===== config.mk =====
export PLATFORM = sky130hd
export DESIGN_NAME = cpc_bus_sequencer
export DESIGN_NICKNAME = d
export VERILOG_FILES = /design/src/rtl/cpc_bus_sequencer.sv
export SDC_FILE = /design/constraint.sdc
export NUM_CORES = 1
export LEC_CHECK = 0
export BUFFER_PORTS_ARGS = -buffer_cell sky130_fd_sc_hd__buf_2
export CAP_MARGIN = 20
export CORE_UTILIZATION = 30
export CTS_CLUSTER_SIZE = 30
export DETAILED_ROUTE_END_ITERATION = 8
export PLACE_DENSITY = 0.62
export SLEW_MARGIN = 20
export SYNTH_ARGS = -nofsm -noshare
export SYNTH_HDL_FRONTEND = slang
export SYNTH_SLANG_ARGS = --single-unit
export TNS_END_PERCENT = 20

===== constraint.sdc =====
create_clock -name clk -period 2.36 [get_ports clk]
set_input_delay 0.354 -clock clk [delete_from_list [all_inputs] [get_ports clk]]
set_output_delay 0.354 -clock clk [all_outputs]
set_load 0.1 [all_outputs]

===== src/rtl/cpc_bus_sequencer.sv =====
// cpc_bus_sequencer: four-slot RAM arbiter (VID0, VID1, CPU, IDLE) driven by a 4 MHz phase counter,
// with CPU wait-state generation and video word assembly.
module cpc_bus_sequencer #(
    parameter logic [22:0] VID_BASE = 23'h000000
) (
    input  logic        clk,
    input  logic        reset_n,
    input  logic        ce_4p,
    input  logic        no_wait,
    input  logic        cpu_mreq,
    input  logic        cpu_iorq,
    input  logic        cpu_wr,
    input  logic [22:0] cpu_addr,
    input  logic [7:0]  cpu_dout,
    output logic [7:0]  cpu_din,
    output logic        wait_n,
    output logic        cyc1mhz,
    input  logic [14:0] vid_addr,
    output logic [15:0] vid_data,
    output logic        vid_strobe,
    output logic [22:0] ram_addr,
    output logic [7:0]  ram_dout,
    output logic        ram_we,
    output logic        ram_req,
    input  logic        ram_ack,
    input  logic [7:0]  ram_din
);
    typedef enum logic [1:0] {VID0, VID1, CPU, IDLE} state_t;
    state_t      state;
    logic [1:0]  phase, nphase;
    logic        act, act_d, rise, fall;
    logic        pend, issued, io, vid0_ok, wait_q;
    assign nphase  = phase + 2'd1;
    assign act     = cpu_mreq | cpu_iorq;
    assign rise    = act & ~act_d;
    assign fall    = ~act & act_d;
    assign cyc1mhz = (phase == 2'd3);
    assign wait_n  = wait_q | no_wait;
    always_ff @(posedge clk) begin
        if (!reset_n) begin
            phase      <= 2'd0;
            state      <= IDLE;
            ram_req    <= 1'b0;
            ram_we     <= 1'b0;
            vid_strobe <= 1'b0;
            wait_q     <= 1'b1;
            cpu_din    <= 8'd0;
            vid_data   <= 16'd0;
            ram_addr   <= 23'd0;
            ram_dout   <= 8'd0;
            pend       <= 1'b0;
            issued     <= 1'b0;
            io         <= 1'b0;
            vid0_ok    <= 1'b0;
            // an access still held across reset must not look like a new one
            act_d      <= act;
        end else begin
            act_d      <= act;
            vid_strobe <= 1'b0;
            wait_q     <= ~pend;
            if (rise) begin
                pend   <= 1'b1;
                io     <= ~cpu_mreq;
                issued <= 1'b0;
            end
            if (fall && pend && !issued)
                pend <= 1'b0;
            if (ram_req && ram_ack) begin
                ram_req <= 1'b0;
                ram_we  <= 1'b0;
                if (state == VID0) begin
                    vid_data[7:0] <= ram_din;
                    vid0_ok       <= 1'b1;
                end else if (state == VID1) begin
                    vid_data[15:8] <= ram_din;
                    vid_strobe     <= vid0_ok;
                    vid0_ok        <= 1'b0;
                end else if (state == CPU) begin
                    if (!ram_we)
                        cpu_din <= ram_din;
                    pend   <= 1'b0;
                    issued <= 1'b0;
                end
            end
            // ce_4p pulses arriving while a RAM cycle is open are simply lost
            if (ce_4p && !ram_req) begin
                phase <= nphase;
                state <= state_t'(nphase);
                if (!nphase[1]) begin
                    ram_req  <= 1'b1;
                    ram_we   <= 1'b0;
                    ram_addr <= VID_BASE + {7'd0, vid_addr, nphase[0]};
                end else if (!nphase[0]) begin
                    if (pend && !issued && !fall) begin
                        issued <= 1'b1;
                        if (!io) begin
                            ram_req  <= 1'b1;
                            ram_addr <= cpu_addr;
                            ram_we   <= cpu_wr;
                            ram_dout <= cpu_dout;
                        end
                    end
                end else if (issued && io) begin
                    pend   <= 1'b0;
                    issued <= 1'b0;
                end
            end
        end
    end
endmodule


Yosys cells after proc, flatten, opt, wreduce, memory -nomap -nowiden
Index checks and enable logic that the tools add are counted.
{"block": "word_totals", "regBits": 68, "latchBits": 0, "ram_bits": 0, "rom_bits": 0, "inputBits": 62, "output_inout_bits": 60, "elab_cells": 95, "mem_count": 0}
{"block": "op_classes", "addsub": 1, "mul": 0, "div_mod_pow": 0, "n_lt_le_gt_ge": 0, "n_eq_ne": 6, "shift": 0, "muxes": 38, "n_bitwise": 15, "n_reduce_logical": 19}
{"operator": "23-bit two-way mux", "count": 4}
{"operator": "1-bit two-way mux", "count": 34}
{"operator": "1-bit inverter", "count": 11}
{"operator": "5-bit AND reduction", "count": 2}
{"operator": "1-bit logical AND", "count": 7}
{"operator": "2-bit equality test (second input constant)", "count": 2}
{"operator": "2-bit inequality test (second input constant)", "count": 2}
{"operator": "2-bit AND reduction", "count": 2}
{"operator": "4-bit AND reduction", "count": 1}
{"operator": "4-bit OR reduction", "count": 1}
{"operator": "1-bit zero test", "count": 3}
{"operator": "3-bit AND reduction", "count": 1}
{"operator": "2-bit by 1-bit adder with 2-bit output (second input constant)", "count": 1}
{"operator": "1-bit bitwise AND", "count": 2}
{"operator": "2-bit by 1-bit equality test with 1-bit output (second input constant)", "count": 1}
{"operator": "2-bit zero test", "count": 1}
{"operator": "2-bit by 1-bit inequality test with 1-bit output (second input constant)", "count": 1}
{"operator": "1-bit bitwise OR", "count": 2}
{"operator": "2-bit nonzero test", "count": 1}

Logic depth before layout (Yosys ltp)
Gate-level depths: netlist of the first run.
{"block": "depth", "ltp_word": 14, "ltp_mapped": 7, "depth_no_buf": 5}

Worst setup path after synthesis of the first run
No wires, ideal clock.
{"block": "synth_path", "kind": "reg2reg", "start": "register ram_req", "end": "register vid_data[1]", "setup_ns": 0.070, "t_arrival_ns": 2.000, "required_ns": 2.290, "setup_slack_ns": 0.290, "path_stages_with_launch": 6, "path_buffers": 2, "period_less_slack_ns": 2.070, "path_cell_list": "dfxtp_1 buf_2 nor4bb_1 clkbuf_1 nand2_1 a21oi_1"}
{"block": "synth_via", "elab_chain_cells": 2}
{"element": "start: declaration", "line_no": "24", "rtl": "output logic ram_req,"}
{"element": "start signal: assignment", "line_no": "43", "rtl": "ram_req <= 1'b0;"}
{"element": "start signal: assignment", "line_no": "69", "rtl": "ram_req <= 1'b0;"}
{"element": "start signal: assignment", "line_no": "90", "rtl": "ram_req <= 1'b1;"}
{"element": "1-bit logical AND", "line_no": "68", "rtl": "if (ram_req && ram_ack) begin"}
{"element": "2-bit AND reduction (no line)"}
{"element": "end signal: assignment", "line_no": "72", "rtl": "vid_data[7:0] <= ram_din;"}
{"element": "end: declaration", "line_no": "19", "rtl": "output logic [15:0] vid_data,"}
No other way between the ends.
A chain may end at the register's enable or synchronous reset.

Final worst setup path of the first run
{"block": "layout_path", "start": "register phase[0]", "end": "register ram_dout[2]"}
{"block": "layout_via", "elab_chain_cells": 3}
{"element": "start: declaration", "line_no": "30", "rtl": "logic [1:0] phase, nphase;"}
{"element": "start signal: assignment", "line_no": "87", "rtl": "phase <= nphase;"}
{"element": "2-bit by 1-bit adder with 2-bit output", "line_no": "33", "rtl": "assign nphase = phase + 2'd1;"}
{"element": "net nphase[0]", "line_no": "30"}
{"element": "1-bit inverter (no line)"}
{"element": "5-bit AND reduction (no line)"}
{"element": "end signal: assignment", "line_no": "100", "rtl": "ram_dout <= cpu_dout;"}
{"element": "end: declaration", "line_no": "22", "rtl": "output logic [7:0] ram_dout,"}
The timed path passes the listed nets, and every way through them passes these cells.

==> impl_metrics.tcl, run 1 <==
set metrics [dict create \
    grt_use_total_pct 16.0 \
    holdCritPathClass "in -> reg" \
    clkTransAtPathRegs_ns 0.07 \
    wl_met3_um 365 \
    drive_above_1_share_pct 36.4 \
    cts_tree "yes" \
    yosysTopAreaCell "dfxtp_1" \
    nNetsFinal 487 \
    outcome "finished clean" \
    slew_viol_final 0 \
    dr_wl_met2_um 3750 \
    yosysWarnings 0 \
    leakage_nw 1.72 \
    ys_seq_area_share_pct 47.7 \
    numCtsBuffers 9 \
    drt-initial-drc-count 110 \
    path_max_fanout 8 \
    wl_met1_um 3510 \
    syn_inst 307 \
    dr.pass1.iters 4 \
    post-synth-top-count-cell "nand2_1" \
    start_kind "flop" \
    dp_hpwl_um 5770 \
    worstHoldEndpoint "ram_addr[19]$_SDFFE_PN0P_" \
    cts_hold_buf 0 \
    crit_chain "inv_1 > ha_1 > nor4bb_1 > and3_1 > mux2i_1" \
    overflow 0 \
    vias 2681 \
    critPathKind "reg -> reg" \
    grt_max_degree 27 \
    finalWirelength_um 7770 \
    fp-row-count 35 \
    arrival_ns 2.33 \
    cts_num_sinks 68 \
    wl_per_cell_um 14.0 \
    htreeDepth 3 \
    seqPwrFrac_pct 41.6 \
    grt_pass1_vias 2572 \
    min_period_ns 2.07 \
    antenna_left 0 \
    max_freq_mhz 482 \
    area_delta_synth_final_pct 32.0 \
    timing.rr.end "ram_dout[2]$_SDFFE_PN0P_" \
    slowest_delay_ns 0.54 \
    place_area_um2 3560 \
    combPwrFrac_pct 26.0 \
    synth_edf_count 0 \
    final_hold_viol_count 0 \
    powerDensity_nw_per_um2 802 \
    fillCellCount 939 \
    cts_buffer_depth 2 \
    synth-seq-cells 68 \
    die_w_um 99.5 \
    dieArea_um2 9910 \
    r2r_cells 5 \
    whs_path_depth 2 \
    syn_avg_cell_area_um2 9.30 \
    switching_power_mw 1.07 \
    die_h_um 99.5 \
    io_buffers 121 \
    fin_ws_ns 0.287 \
    synth.distinct_cells 38 \
    final_area_um2 3770 \
    synth_area_leaders "dfxtp_1, nand2_1, mux2i_1" \
    antenna_found_initial 0 \
    cts_resized 0 \
    pre_cts_slack_ns 0.303 \
    pin_count 122 \
    r2r_slack_ns 0.29 \
    vias_per_cell 4.81 \
    rsz0062_at_grt "false" \
    finalSetupViolCount 0 \
    drcViolationCount 0 \
    worstPathRequired_ns 2.62 \
    post-route-period-util_pct 87.8 \
    cts_root_buf "clkbuf_8" \
    ir_drop_uv 219 \
    tightest_slew_ns 0.555 \
    cpMaxStageDelayCell "and3_1" \
    core_area_um2 9240 \
    slew_headroom_pct 62.8 \
    diodes 0 \
    r2r_start "phase[0]$_SDFFE_PN0P_" \
    synth_area_um2 2850 \
    hp-start "cpu_addr[19]" \
    synth_top_area_share_pct 47.7 \
    synth_top_cells_by_count "nand2_1, dfxtp_1, a21oi_1" \
    gp_congestion 0.802 \
    worstSkewPairLatency_ns 0.33 \
    top_layer "met4" \
    grt_pass1_wl_um 12500 \
    synthArstFlopShare_pct 0 \
    post_cts_buffers 0 \
    synth_ff_type "dfxtp_1" \
    crit_path_end_kind "flop" \
    sw_frac_of_total_pct 35.4 \
    clockPowerShare_pct 32.4 \
    finClkSkew_ns 0.00964 \
    tns_ns 0 \
    synth.net_count 371 \
    finalPower_mw 3.02 \
    p_int_mw 1.95 \
    start_util_pct 30.9 \
    drv_cap 0 \
]
## cell usage in the layout, fill, tap and decap left out, drive strengths merged, types with 2 or more instances in the layout
cell    count
mux2i      23
o211ai      3
nor2        4
nand2      69
and3        3
nor3b       3
nand4b      3
ha          2
nor4bb      4
nor2b       2
inv         6
clkinv      2
a211oi      2
o21ai      13
dfxtp      68
and4b       2
nand3       9
a32o        7
nand4       2
nand2b      3
buf       128
a21oi      31
o221a      16
clkbuf     12
## state kept, by name (all words and copies together), names as in the netlist
register	count
ram_we	1
state	2
cpu_din	8
wait_q	1
vid0_ok	1
vid_data	16
ram_addr	23
io	1
issued	1
phase	2
pend	1
ram_req	1
act_d	1
ram_dout	8
vid_strobe	1
## power groups by stage
stage	clock network, mW	logic [mW]	registers (mW)
CTS	1.00	0.791	1.26
global route	1.06	0.829	1.26
finish	0.978	0.787	1.26
detailed placement	0	0.789	1.28
floorplan	0	0.284	1.63
global placement	0	0.780	1.28
## critical path: cells and delay by family, from the launching register on
kind	cells	cell delay, ns
and+or+nand+nor	2	0.91
adders and majority gates	1	0.43
DFF	1	0.33
muxes	1	0.25
buffers and inverters	1	0.07
## area by class of cell
type / count / area (um2) / share of cell area (%)
clock inverter: 4 / 47.5 / 1.26
tap: 129 / 161 / 4.29
sequential: 68 / 1360 / 36.1
timing repair buffer: 128 / 658 / 17.5
clock buffer: 12 / 155 / 4.12
multi-input combinational: 210 / 1360 / 36.1
inverter: 6 / 22.5 / 0.598
## per-layer routing
| layer | track usage (%) | up-vias |
|---|---|---|
| met3 | 3.72 | 11 |
| met4 | 7.47 | 0 |
| met2 | 26.4 | 68 |
| met1 | 19.7 | 1267 |
| li1 | - | 1335 |
| met5 | 0 | - |
## stage by stage
step,utilization (%),hold slack (ns),std cells
floorplan,-,0.392,307
global placement,38.6,0.439,541
detailed placement,38.6,0.444,541
CTS,40.8,0.221,557
global route,40.8,0.220,557
finish,40.8,0.233,557
## cell families after synthesis
group	synth area share, %
DFF	47.7
adders and majority gates	0.877
AOI/OAI and AO/OA	19.5
buffers and inverters	4.65
and+or+nand+nor	19.2
muxes	8.07
## worst max-delay path by stage
stage                     startpoint                  endpoint  slack (ns)  cells after the start
6_report       phase[0]$_SDFFE_PN0P_  ram_dout[2]$_SDFFE_PN0P_        0.29                      5
5_1_grt        phase[0]$_SDFFE_PN0P_  ram_dout[2]$_SDFFE_PN0P_        0.04                      5
4_1_cts        phase[0]$_SDFFE_PN0P_  ram_dout[6]$_SDFFE_PN0P_        0.29                      5
3_5_place_dp   phase[0]$_SDFFE_PN0P_  ram_dout[6]$_SDFFE_PN0P_        0.30                      5
3_3_place_gp   phase[0]$_SDFFE_PN0P_  ram_addr[8]$_SDFFE_PN0P_        0.36                      5
2_1_floorplan     ram_req$_SDFF_PN0_  vid_data[1]$_SDFFE_PN0P_        0.29                      5
Power figures use the tool's default switching activity.
==> run 2: changes to the inputs <==
==> constraint.sdc (replaced) <==
create_clock -name clk -period 2.02 [get_ports clk]
set_input_delay 0.303 -clock clk [delete_from_list [all_inputs] [get_ports clk]]
set_output_delay 0.303 -clock clk [all_outputs]
set_load 0.01 [all_outputs]
==> impl_metrics.tcl, run 2 (synthesized netlist as in run 1, its figures left out) <==
set metrics [dict create \
    outcome "finished clean" \
    fp-row-count 35 \
    layout_commonest_cell "buf_2" \
    core_area_um2 9240 \
    grt_use_total_pct 15.4 \
    gp_congestion 0.811 \
    max_freq_mhz 524 \
    area_delta_synth_final_pct 34.2 \
    finClkSkew_ns 0.0113 \
    crit_buf_inv 3 \
    cts_tree "yes" \
    dieArea_um2 9910 \
    grt_max_degree 25 \
    finalWirelength_um 7600 \
    die_h_um 99.5 \
    holdCritPathClass "in -> reg" \
    ir_drop_uv 249 \
    crit_cells 7 \
    wl_per_cell_um 13.5 \
    nNetsFinal 491 \
    leakage_nw 1.75 \
    cp_top_family "simple AND/OR/NAND/NOR gates" \
    post-route-period-util_pct 94.5 \
    grt_pass1_wl_um 12000 \
    largestRegisters "ram_addr x23, vid_data x16" \
    post_cts_buffers 0 \
    cts_resized 0 \
    dr.pass1.iters 4 \
    cts_buffer_depth 2 \
    overflow 0 \
    critPathKind "reg -> reg" \
    worstPathRequired_ns 2.28 \
    final_cell_mix "buf_2, nand2_1, dfxtp_1, a21oi_1, mux2i_1" \
    slowest_delay_ns 0.34 \
    drt-initial-drc-count 70 \
    cts_num_sinks 68 \
    r2r_cells 7 \
    drcViolationCount 0 \
    numCtsBuffers 9 \
    die_w_um 99.5 \
    cts_hold_buf 0 \
    crit_chain "inv_1 > ha_1 > buf_4 > nor4bb_1 > and3_1 > buf_12 > mux2i_1" \
    crit_path_end_kind "flop" \
    rsz0062_at_grt "false" \
    post-place-cells 545 \
    tightest_slew_ns 0.542 \
    slew_headroom_pct 63.7 \
    diodes 0 \
    powerDensity_nw_per_um2 848 \
    worstSkewPairLatency_ns 0.34 \
    start_kind "flop" \
    vias 2698 \
    vias_per_cell 4.81 \
    tns_ns 0 \
    dp_hpwl_um 5680 \
    clkTransAtPathRegs_ns 0.07 \
    largest_reg_flops 23 \
    min_period_ns 1.91 \
    start_util_pct 30.9 \
    drive_above_1_share_pct 37.5 \
    layoutNonFillerInstCount 561 \
    final_hold_viol_count 0 \
    slew_viol_final 0 \
    regMostFlops "ram_addr" \
    htreeDepth 3 \
    path_max_fanout 8 \
    cts_root_buf "clkbuf_8" \
    antenna_found_initial 0 \
    drv_cap 0 \
    arrival_ns 2.17 \
    cpMaxStageDelayCell "nor4bb_1" \
    io_buffers 121 \
    whs_path_depth 2 \
    post-route-util_pct 41.4 \
    antenna_left 0 \
    grt_pass1_vias 2506 \
    finalSetupViolCount 0 \
    pin_count 122 \
]
run 2: layout make-up:
| type | count | area, um2 |
|---|---|---|
| fillers | 925 | 5410 |
| flip-flops and latches | 68 | 1360 |
| clock buffers | 9 | 124 |
| clock inverters | 7 | 98.8 |
| multi-input cells | 210 | 1360 |
| well taps | 129 | 161 |
| inverters | 6 | 22.5 |
| repair buffers | 132 | 701 |
run 2: routing by layer:
layer / wire [um] / GRT usage [%] / up-vias
met5: 0 / 0 / -
met4: 182 / 8.71 / 0
met3: 310 / 3.51 / 14
met2: 3680 / 24.7 / 74
met1: 3420 / 19.1 / 1264
li1: - / - / 1346
run 2: worst paths after layout:
check / from / end / slack (ns)
min: cpu_addr[17] / ram_addr[17]$_SDFFE_PN0P_ / 0.19
min reg2reg: vid_data[10]$_SDFFE_PN0P_ / vid_data[10]$_SDFFE_PN0P_ / 0.46
max: phase[0]$_SDFFE_PN0P_ / ram_dout[0]$_SDFFE_PN0P_ / 0.11
max reg2reg: phase[0]$_SDFFE_PN0P_ / ram_dout[0]$_SDFFE_PN0P_ / 0.11
run 2: metrics by stage:
step | hold WS [ns] | setup WS (ns) | power [mW] | area [um2]
floorplan | 0.392 | 0.0177 | 1.83 | 2860
global placement | 0.439 | 0.154 | 2.02 | 3610
detailed placement | 0.441 | 0.123 | 2.03 | 3610
CTS | 0.163 | 0.114 | 3.29 | 3830
global route | 0.163 | 0.00713 | 3.40 | 3830
finish | 0.186 | 0.110 | 3.25 | 3830
run 2: power by group:
group	internal, mW	switching (mW)	total [mW]
sequential	1.41	0.0499	1.46
clock	0.701	0.547	1.25
combinational	0.247	0.290	0.537
